File: config.mk
export PLATFORM = sky130hd
export DESIGN_NAME = regfile_scoreboard
export DESIGN_NICKNAME = d
export VERILOG_FILES = /design/src/rtl/regfile_pkg.sv /design/src/rtl/rf_scoreboard.sv /design/src/rtl/regfile_scoreboard.sv
export SDC_FILE = /design/constraint.sdc
export NUM_CORES = 1
export LEC_CHECK = 0
export ABC_AREA = 1
export CAP_MARGIN = 20
export CORE_UTILIZATION = 54
export DETAILED_ROUTE_END_ITERATION = 12
export PLACE_DENSITY = 0.8
export SLEW_MARGIN = 20
export SYNTH_ARGS = -nofsm -noshare
export SYNTH_HDL_FRONTEND = slang
export SYNTH_SLANG_ARGS = --single-unit
File: constraint.sdc
create_clock -name clk -period 1.2 [get_ports clk]
set_input_delay 0.24 -clock clk [delete_from_list [all_inputs] [get_ports clk]]
set_output_delay 0.24 -clock clk [all_outputs]
set_load 0.02 [all_outputs]
File: src/rtl/regfile_pkg.sv
// Shared defaults and address type for the register file with reservation scoreboard.
package regfile_pkg;

   localparam int DEF_DATA_W   = 8;
   localparam int DEF_NUM_REGS = 4;

   typedef logic [$clog2(DEF_NUM_REGS)-1:0] reg_addr_t;

endpackage

File: src/rtl/rf_scoreboard.sv
// Busy-bit array with reservation-conflict detection for the register file.
module rf_scoreboard #(
   parameter int NUM_REGS = 4,
   localparam int ADDR_W = $clog2(NUM_REGS)
) (
   input  logic                clk,
   input  logic                rst,
   input  logic                we_i,
   input  logic [ADDR_W-1:0]   wr_addr_i,
   input  logic                rsv_en_i,
   input  logic [ADDR_W-1:0]   rsv_addr_i,
   output logic [NUM_REGS-1:0] busy_o,
   output logic                rsv_err_o
);

   localparam logic [NUM_REGS-1:0] ONE_HOT0 = {{(NUM_REGS-1){1'b0}}, 1'b1};

   logic [NUM_REGS-1:0] busy_q, busy_d, clr_s, set_s;
   logic                err_q, err_d;

   // Next busy state: a write releases its target, a reservation sets it afterwards so it wins.
   always_comb begin
      clr_s  = we_i     ? (ONE_HOT0 << wr_addr_i)  : {NUM_REGS{1'b0}};
      set_s  = rsv_en_i ? (ONE_HOT0 << rsv_addr_i) : {NUM_REGS{1'b0}};
      busy_d = (busy_q & ~clr_s) | set_s;
      err_d  = rsv_en_i && busy_q[rsv_addr_i] && !(we_i && (wr_addr_i == rsv_addr_i));
   end

   // Busy array and error pulse registers.
   always_ff @(posedge clk or posedge rst) begin
      if (rst) begin
         busy_q <= {NUM_REGS{1'b0}};
         err_q  <= 1'b0;
      end else begin
         busy_q <= busy_d;
         err_q  <= err_d;
      end
   end

   assign busy_o    = busy_q;
   assign rsv_err_o = err_q;

endmodule

File: src/rtl/regfile_scoreboard.sv
// Register file (1W/2R) with per-register busy scoreboard.
// Define REGFILE_BYPASS_EN to forward same-cycle write data/busy-clear to the read ports.
module regfile_scoreboard
   import regfile_pkg::*;
#(
   parameter int DATA_W   = DEF_DATA_W,
   parameter int NUM_REGS = DEF_NUM_REGS,
   localparam int ADDR_W  = $clog2(NUM_REGS)
) (
   input  logic              clk,
   input  logic              rst,
   input  logic              we,
   input  logic [ADDR_W-1:0] wr_addr,
   input  logic [DATA_W-1:0] wr_data,
   input  logic [ADDR_W-1:0] rd_addr1,
   input  logic [ADDR_W-1:0] rd_addr2,
   output logic [DATA_W-1:0] rd_data1,
   output logic [DATA_W-1:0] rd_data2,
   input  logic              rsv_en,
   input  logic [ADDR_W-1:0] rsv_addr,
   output logic              busy1,
   output logic              busy2,
   output logic              rsv_err
);

   logic [DATA_W-1:0]   regs_q [NUM_REGS];
   logic [DATA_W-1:0]   regs_d [NUM_REGS];
   logic [NUM_REGS-1:0] busy_s;

   // Storage next state: only the addressed entry can change.
   always_comb begin
      regs_d          = regs_q;
      regs_d[wr_addr] = we ? wr_data : regs_q[wr_addr];
   end

   // Register storage.
   always_ff @(posedge clk or posedge rst) begin
      if (rst) begin
         regs_q <= '{default: {DATA_W{1'b0}}};
      end else begin
         regs_q <= regs_d;
      end
   end

   rf_scoreboard #(
      .NUM_REGS (NUM_REGS)
   ) u_sb (
      .clk        (clk),
      .rst        (rst),
      .we_i       (we),
      .wr_addr_i  (wr_addr),
      .rsv_en_i   (rsv_en),
      .rsv_addr_i (rsv_addr),
      .busy_o     (busy_s),
      .rsv_err_o  (rsv_err)
   );

   // Read muxes, optionally forwarding the in-flight write.
   always_comb begin
`ifdef REGFILE_BYPASS_EN
      if (we && (wr_addr == rd_addr1)) begin
         rd_data1 = wr_data;
         busy1    = 1'b0;
      end else begin
         rd_data1 = regs_q[rd_addr1];
         busy1    = busy_s[rd_addr1];
      end
      if (we && (wr_addr == rd_addr2)) begin
         rd_data2 = wr_data;
         busy2    = 1'b0;
      end else begin
         rd_data2 = regs_q[rd_addr2];
         busy2    = busy_s[rd_addr2];
      end
`else
      rd_data1 = regs_q[rd_addr1];
      busy1    = busy_s[rd_addr1];
      rd_data2 = regs_q[rd_addr2];
      busy2    = busy_s[rd_addr2];
`endif
   end

endmodule

# [Word level (Yosys, flattened, before mapping)]
# Cells that the tools add are included.
[totals] in_bits=20 output_inout_bits=19 register_bits=37 wordCells=48
[op_classes] n_mux=21 reduce_logical=5 bitwise=6 shifts=2 n_eq_ne=1 order_cmp=7
[op_table] cell="2-to-1 mux 8 bit" count=8
[op_table] cell="binary-select mux 8 bit (select 2 bit)" count=3
[op_table] cell="bitwise mux 32 bit" count=1
[op_table] cell="demux 8 bit (select 2 bit)" count=1
[op_table] cell=">= comparator 3 bit (second input constant)" count=3
[op_table] cell="< comparator 2 x 3 -> 1 bit (second input constant)" count=3
[op_table] cell="NOT 2 -> 3 bit" count=3
[op_table] cell="2-to-1 mux 4 bit" count=2
[op_table] cell="left shift 1 x 2 -> 4 bit (first input constant)" count=2
[op_table] cell="binary-select mux 1 bit (select 2 bit)" count=3
[op_table] cell="bitwise AND 4 bit" count=1
[op_table] cell="logical AND 1 bit" count=4
[op_table] cell="NOT 4 bit" count=1
[op_table] cell="bitwise OR 4 bit" count=1
[op_table] cell="< comparator 3 x 1 -> 1 bit (second input constant)" count=1
[op_table] cell="2-to-1 mux 1 bit" count=3
[op_table] cell="== test 2 bit" count=1
[op_table] cell="logical NOT 1 bit" count=1

# [Longest topological paths before layout]
# Gate-level depths: netlist of run 1.
[depth] ltp_word=6 ltp_mapped=8 ltp_nobuf=7

# [Hierarchy]
# From an unflattened synthesis of run 1, not the netlist that was laid out.
[unflattened] cells_unflattened=363 hier_area_um2=2429.8
[by_module_without_submodules] module="regfile_scoreboard" area_each_um2=2154.6 cells_per_inst=325 seq_area_each_um2=800.8 instances=1
[by_module_without_submodules] module="rf_scoreboard" area_each_um2=275.3 cells_per_inst=38 seq_area_each_um2=125.1 instances=1

# [Worst setup path after synthesis of run 1]
# OpenSTA, ideal clock, no wires.
[synth_timing] path_type="in2out" startpoint="in rd_addr1[0]" endpoint="out busy1" path_buffers=2 setup_slack_ps=-230 path_stages=4 arrival_time_ps=1190 t_required_ps=960 path_cell_list="buf_4 -> clkbuf_1 -> nor2_1 -> o21ai_0"
[synth_via] elab_chain_len=2
[synth_rtl] element="start, declared" line_no="regfile_scoreboard.sv:15" rtl="input logic [ADDR_W-1:0] rd_addr1,"
[synth_rtl] element="binary-select mux 1 bit (select 2 bit)" line_no="regfile_scoreboard.sv:77" rtl="busy1 = busy_s[rd_addr1];"
[synth_rtl] element="2-to-1 mux 1 bit (not written as such)" line_no="regfile_scoreboard.sv:77"
[synth_rtl] element="end, declared" line_no="regfile_scoreboard.sv:21" rtl="output logic busy1,"
# No other way between the ends. The select of a mux whose other input is x is not followed.

# [Final worst setup path of run 1]
[layout_timing] startpoint="reg regs_q[27] in the netlist's numbering" endpoint="out rd_data1[3]"
[layout_via] elab_chain_len=3
[layout_rtl] element="start, declared" line_no="regfile_scoreboard.sv:26" rtl="logic [DATA_W-1:0] regs_q [NUM_REGS];"
[layout_rtl] element="start signal, assigned" line_no="regfile_scoreboard.sv:41" rtl="regs_q <= regs_d;"
[layout_rtl] element="binary-select mux 8 bit (select 2 bit)" line_no="regfile_scoreboard.sv:76" rtl="rd_data1 = regs_q[rd_addr1];"
[layout_rtl] element="2-to-1 mux 8 bit (not written as such) (2 in a row)" line_no="regfile_scoreboard.sv:76"
[layout_rtl] element="end, declared" line_no="regfile_scoreboard.sv:17" rtl="output logic [DATA_W-1:0] rd_data1,"
# No other way between the ends. The select of a mux whose other input is x is not followed.

==> out/metrics.yaml, run 1 <==
place_congestion: 0.937
setup_violations: 18
power_density_nw_per_um2: 1170
grt_util_all_layers_pct: 39.3
post_dp_cell_area_um2: 3480
ys_seq_area_share_pct: 38.0
reg2regPathDepth: 7
status: "finished with violations"
grt_pass1_vias: 3064
wirelength_um: 9820
slowest_stage: "dfrtp_1"
power_mw: 4.56
netlist.area_leader.share_pct: 38.0
syn_nets: 374
cp-end-kind: "output pin"
drv_cap: 0
cp_cell_sequence: "nor2_1 > o22ai_2 > buf_6"
n_antenna_cell: 0
grt_remaining_overflow: 0
dp_hpwl_um: 5780
syn2layout_area_growth_pct: 59.5
seqPwrFrac_pct: 36.7
synthTopCellsByArea: "dfrtp_1 38%, nand2_1 20%, o21ai_0 8.4%"
ys_warn_count: 0
fmax_ghz: 0.702
cp_max_fo: 3
swShare_pct: 38.7
crit_cells: 3
drv_slew: 0
synthCells: 354
slew_headroom_pct: 82.2
arrival_ps: 1180
hp-class: "in -> async"
grt_pass1_wl_um: 14400
cts_hold_buf: 0
finalCritPeriodShare_pct: 119
synth.most_common_cell: "nand2_1"
cp-startpoint: "regs_q[27]"
path_clk_slew_ps: 80
layout-drive-gt1-share_pct: 47.2
ys_ff_latch: 37
viasPerCell: 6.21
leakagePower_nw: 1.93
critPathKind: "reg -> out"
clock-skew-final_ps: 7.86
reg2reg_to: "regs_q[23]"
root_buffer: "clkbuf_8"
die_area_um2: 4780
critPathLaunchType: "register"
worst_ep_required_time_ps: 960
num_io_pins: 39
syn_avg_cell_area_um2: 6.87
core_area_um2: 4350
worst_slew_pin_slew_ps: 267
reg2reg_from: "regs_q[23]"
cts_htree_levels: 2
synthFlopType: "dfrtp_1"
first_iter_violations: 346
r2r_setup_slack_ps: 0
fin_util_pct: 89.1
cp-endpoint: "rd_data1[3]"
timing.final.ws_setup_ps: -224
path_buf_inv: 1
grt_max_degree: 38
start_util_pct: 55.9
portBuffers: 38
dp_slack_ps: -982
cts_buffer_depth: 2
rsz0062_at_grt: "yes"
synth.distinct_cells: 26
p_sw_mw: 1.76
async_flop_share_pct: 100
post-route-min-period_ps: 1420
finalInstanceArea_um2: 3880
fp-row-count: 24
die_y_um: 69.1
fill_cells: 198
synth_top_area_cell: "dfrtp_1"
violations: "setup timing"
clock_latency_ps: 320
wire_per_inst_um: 19.1
p_int_mw: 2.79
slowest_delay_ps: 420
cts_tree: "built"
antenna_found_initial: 0
vias: 3193
yosys-top-cells-count: "129 x nand2_1, 41 x o21ai_0, 37 x dfrtp_1"
drc: 0
ir_worst_vdd_mv: 1.01
power_frac_comb_pct: 43.7
synth_edf_count: 0
nets: 481
die_w_um: 69.1
synthesis.area_um2: 2430
cts_buffers: 5
drtAntennaViolNets: 0
cpLargestDelayFamily: "flip-flops"
drtPass1Iterations: 6
hold_viol: 0
cts.sinks: 37
p_clk_share_pct: 19.6
what timing repair did:
item / 4_1_cts / 5_1_grt
endpoints found under the setup margin: 53 / 33
resized for setup: 206 / 42
cloned: 1 / 0
setup buffers: 5 / 4
pin swaps: 46 / 33
worst min-delay path by stage:
stage                 from              to  slack [ps]  cells past startpoint
5_1_grt                rst       regs_q[2]         300                      3
6_report               rst       regs_q[2]         270                      3
3_5_place_dp     regs_q[2]       regs_q[2]         530                      2
2_1_floorplan  rsv_addr[1]  u_sb.busy_o[0]         340                      1
4_1_cts                rst       regs_q[5]         290                      3
3_3_place_gp     regs_q[2]       regs_q[2]         520                      2
cells in the final DEF (no fill, tap or decap), types with 13 or more instances in the layout:
cell	count
o22ai_2	16
buf_4	59
nand2_1	117
o21ai_2	28
dfrtp_1	37
buf_6	27
nor2_2	13
nand2_2	13
nand3_2	18
nor2_1	23
nand3_1	25
layout make-up:
type	instances	area (um2)	area share [%]
clock buffers	6	72.6	1.87
clock inverters	2	10.0	0.258
inverters	16	76.3	1.97
multi-input cells	289	1700	43.7
flip-flops and latches	37	926	23.9
well taps	52	65.1	1.68
repair buffers	111	1020	26.4
repair inverters	1	8.76	0.226
stage by stage:
step	instances	setup TNS, ps	hold WS [ps]
final	514	-3180	269
after global routing	514	-4240	300
after CTS	515	-2590	290
after detailed placement	502	-30580	527
after global placement	502	-29920	521
after floorplan	354	0	337
power groups by stage:
| stage | clock [mW] | sequential (mW) | combinational [mW] |
|---|---|---|---|
| after detailed placement | 0 | 1.62 | 1.70 |
| after CTS | 0.874 | 1.63 | 1.84 |
| after global routing | 0.944 | 1.69 | 2.12 |
| final | 0.892 | 1.67 | 1.99 |
| after floorplan | 0 | 1.61 | 0.867 |
| after global placement | 0 | 1.62 | 1.65 |
metal layers:
metal,part of all wire [%],GRT usage (%)
met5,0,0
met4,5.3,22.2
met2,48,64.9
met1,36,47.5
met3,11,8.04
cell families (layout without fill, tap and decap cells):
family          after synthesis  count (layout)  share of synthesized area, %
simple gates                223             223                          41.0
flops                        37              37                          38.0
buf+inv                      28             136                          5.91
compound gates               66              66                          15.0
worst register-to-register path, stage by stage, from the launching register on:
cell and delay [ps]:
dfrtp_1 430, buf_6 140, nand2_1 70, nand2_1 70, nand2_1 90, nand3_2 120, nand3_1 120, nand2_1 60
sequential cells by signal, indices dropped and copies added (netlist names):
signal	count
u_sb.busy_o	4
u_sb.rsv_err_o	1
regs_q	32
(Power assumes the default switching activity.)
==> inputs of run 2 (changes only) <==
--- a/config.mk
+++ b/config.mk
@@ -8,8 +8,10 @@
 export ABC_AREA = 1
 export CAP_MARGIN = 20
 export CORE_UTILIZATION = 54
+export CTS_CLUSTER_SIZE = 14
 export DETAILED_ROUTE_END_ITERATION = 12
 export PLACE_DENSITY = 0.8
+export SKIP_CTS_REPAIR_TIMING = 1
 export SLEW_MARGIN = 20
 export SYNTH_ARGS = -nofsm -noshare
 export SYNTH_HDL_FRONTEND = slang
==> run 2 against run 1 <==
  * The run still ends with setup timing left
  * Hold slack better by 12 ps
  * Die area did not move
  * Clock power shrank 0.4%
  * Clock skew down 1.3 ps
  * Combinational power hardly changed
  * Global-route usage shrank 2.6 points
  * Wire length shrank 0.53%
  * Sequential power barely moved
  * Power decreased by 0.47%
  * Via count rose by 0.85%
  * Critical path type unchanged
==> out/metrics.yaml, run 2 (synthesis results as in run 1) <==
vias: 3220  # was 3193
grt_pass1_wl_um: 13500  # was 14400 um
cts_buffer_depth: 2  # unchanged
arrival_ps: 1190  # was 1180 ps
finalCritPeriodShare_pct: 119  # about the same
cts_tree: "built"  # unchanged
swShare_pct: 38.3  # was 38.7%
violations: "setup timing"  # unchanged
grt_max_degree: 38  # unchanged
r2r_setup_slack_ps: -10  # was 0 ps
cts_buffers: 5  # unchanged
layout-drive-gt1-share_pct: 45.8  # was 47.2%
first_iter_violations: 346  # unchanged
cts.sinks: 37  # unchanged
finalInstanceArea_um2: 3910  # was 3880 um2
fp-row-count: 24  # unchanged
seqPwrFrac_pct: 36.8  # was 36.7%
power_density_nw_per_um2: 1160  # was 1170 nW/um2
holdWs_ps: 281  # was 269 ps
core_area_um2: 4350  # unchanged
critPathLaunchType: "register"  # unchanged
drv_cap: 0  # unchanged
reg2reg_from: "regs_q[10]"  # was regs_q[23]
path_clk_slew_ps: 70  # was 80 ps
hp-class: "in -> async"  # unchanged
drtPass1Iterations: 7  # was 6
grt_remaining_overflow: 0  # unchanged
die_y_um: 69.1  # unchanged
final_cell_mix: "122 x nand2_1, 67 x buf_4, 37 x dfrtp_1, 31 x o21ai_2, 29 x nand3_1"  # was 117 x nand2_1, 59 x buf_4, 37 x dfrtp_1, 28 x o21ai_2, 27 x buf_6
cp-end-kind: "output pin"  # unchanged
die_area_um2: 4780  # unchanged
num_io_pins: 39  # unchanged
fmax_ghz: 0.701  # was 0.702 GHz
start_util_pct: 55.9  # unchanged
p_clk_share_pct: 19.6  # about the same
dp_hpwl_um: 5780  # unchanged
power_frac_comb_pct: 43.6  # was 43.7%
post-route-min-period_ps: 1430  # was 1420 ps
wirelength_um: 9770  # was 9820 um
n_antenna_cell: 0  # unchanged
rsz0062_at_grt: "yes"  # unchanged
grt_util_all_layers_pct: 36.7  # was 39.3%
cts_htree_levels: 2  # unchanged
p_int_mw: 2.80  # was 2.79 mW
viasPerCell: 6.20  # was 6.21
largest-register: "regs_q"  # unchanged
leakagePower_nw: 2.00  # was 1.93 nW
slew_headroom_pct: 81.7  # was 82.2%
root_buffer: "clkbuf_8"  # unchanged
p_sw_mw: 1.74  # was 1.76 mW
wire_per_inst_um: 18.8  # was 19.1 um
critPathKind: "reg -> out"  # unchanged
clock-skew-final_ps: 6.51  # was 7.86 ps
portBuffers: 38  # unchanged
largest_reg_flops: 32  # unchanged
status: "finished with violations"  # unchanged
syn2layout_area_growth_pct: 60.6  # was 59.5%
grt_pass1_vias: 2866  # was 3064
timing.final.ws_setup_ps: -227  # was -224 ps
nets: 486  # was 481
ir_worst_vdd_mv: 0.967  # was 1.01 mV
drtAntennaViolNets: 0  # unchanged
die_w_um: 69.1  # unchanged
worst_slew_pin_slew_ps: 271  # was 267 ps
hold_viol: 0  # unchanged
reg2reg_to: "regs_q[26]"  # was regs_q[23]
reg2regPathDepth: 7  # unchanged
place_congestion: 0.937  # unchanged
post_dp_cell_area_um2: 3480  # unchanged
antenna_found_initial: 0  # unchanged
setup_violations: 20  # was 18
cp_max_fo: 3  # unchanged
clock_latency_ps: 310  # was 320 ps
drc: 0  # unchanged
final_common_cell: "nand2_1"  # unchanged
worst_ep_required_time_ps: 960  # about the same
drv_slew: 0  # unchanged
==> run 2: area by class of cell <==
class | instances | area [um2]
multi-input cells | 289 | 1680
repair buffers | 116 | 1070
flip-flops and latches | 37 | 926
fillers | 186 | 445
inverters | 16 | 77.6
clock buffers | 6 | 72.6
well taps | 52 | 65.1
clock inverters | 2 | 10.0
repair inverters | 1 | 6.26
==> run 2: power by group through the flow <==
stage | Combinational [mW] | Sequential, mW | Clock [mW]
CTS | 1.71 | 1.60 | 0.874
detailed placement | 1.70 | 1.62 | 0
floorplan | 0.867 | 1.61 | 0
global route | 2.10 | 1.69 | 0.935
finish | 1.98 | 1.67 | 0.888
global placement | 1.65 | 1.62 | 0
==> run 2: how the worst max path moves through the flow <==
stage | cells past startpoint | slack [ps] | start | endpoint
6_report | 3 | -230 | u_sb.busy_o[1] | busy2
5_1_grt | 3 | -290 | u_sb.busy_o[1] | busy2
4_1_cts | 6 | -990 | rd_addr1[0] | busy1
3_5_place_dp | 6 | -980 | rd_addr1[0] | busy1
3_3_place_gp | 6 | -960 | rd_addr1[0] | busy1
2_1_floorplan | 5 | 10 | rd_addr1[0] | rd_data1[5]
==> run 2: per-stage QoR <==
step                      worst slack, ps  instances  power [mW]  utilization [%]  setup TNS [ps]
final                                -227        519        4.54             89.8           -3120
after global routing                 -287        519        4.73             89.8           -3990
after CTS                            -987        510        4.19             81.9          -19600
after detailed placement             -982        502        3.32             80.0          -30580
after global placement               -964        502        3.27             80.0          -29920
after floorplan                      13.9        354        2.48                -               0
==> run 2: routing by layer <==
layer  share of wire [%]  vias to the layer above  global-route usage (%)
met1                  36                     1492                    46.6
met4                 5.4                        0                    20.6
li1                    -                     1410                       -
met5                   0                        -                       0
met3                  11                       74                    7.60
met2                  48                      244                    58.0
==> run 2: worst max-delay path, cell delays in order, from the launching register on <==
cell	delay, ps
dfrtp_1	390
o21ai_0	260
o21ai_2	100
buf_6	140
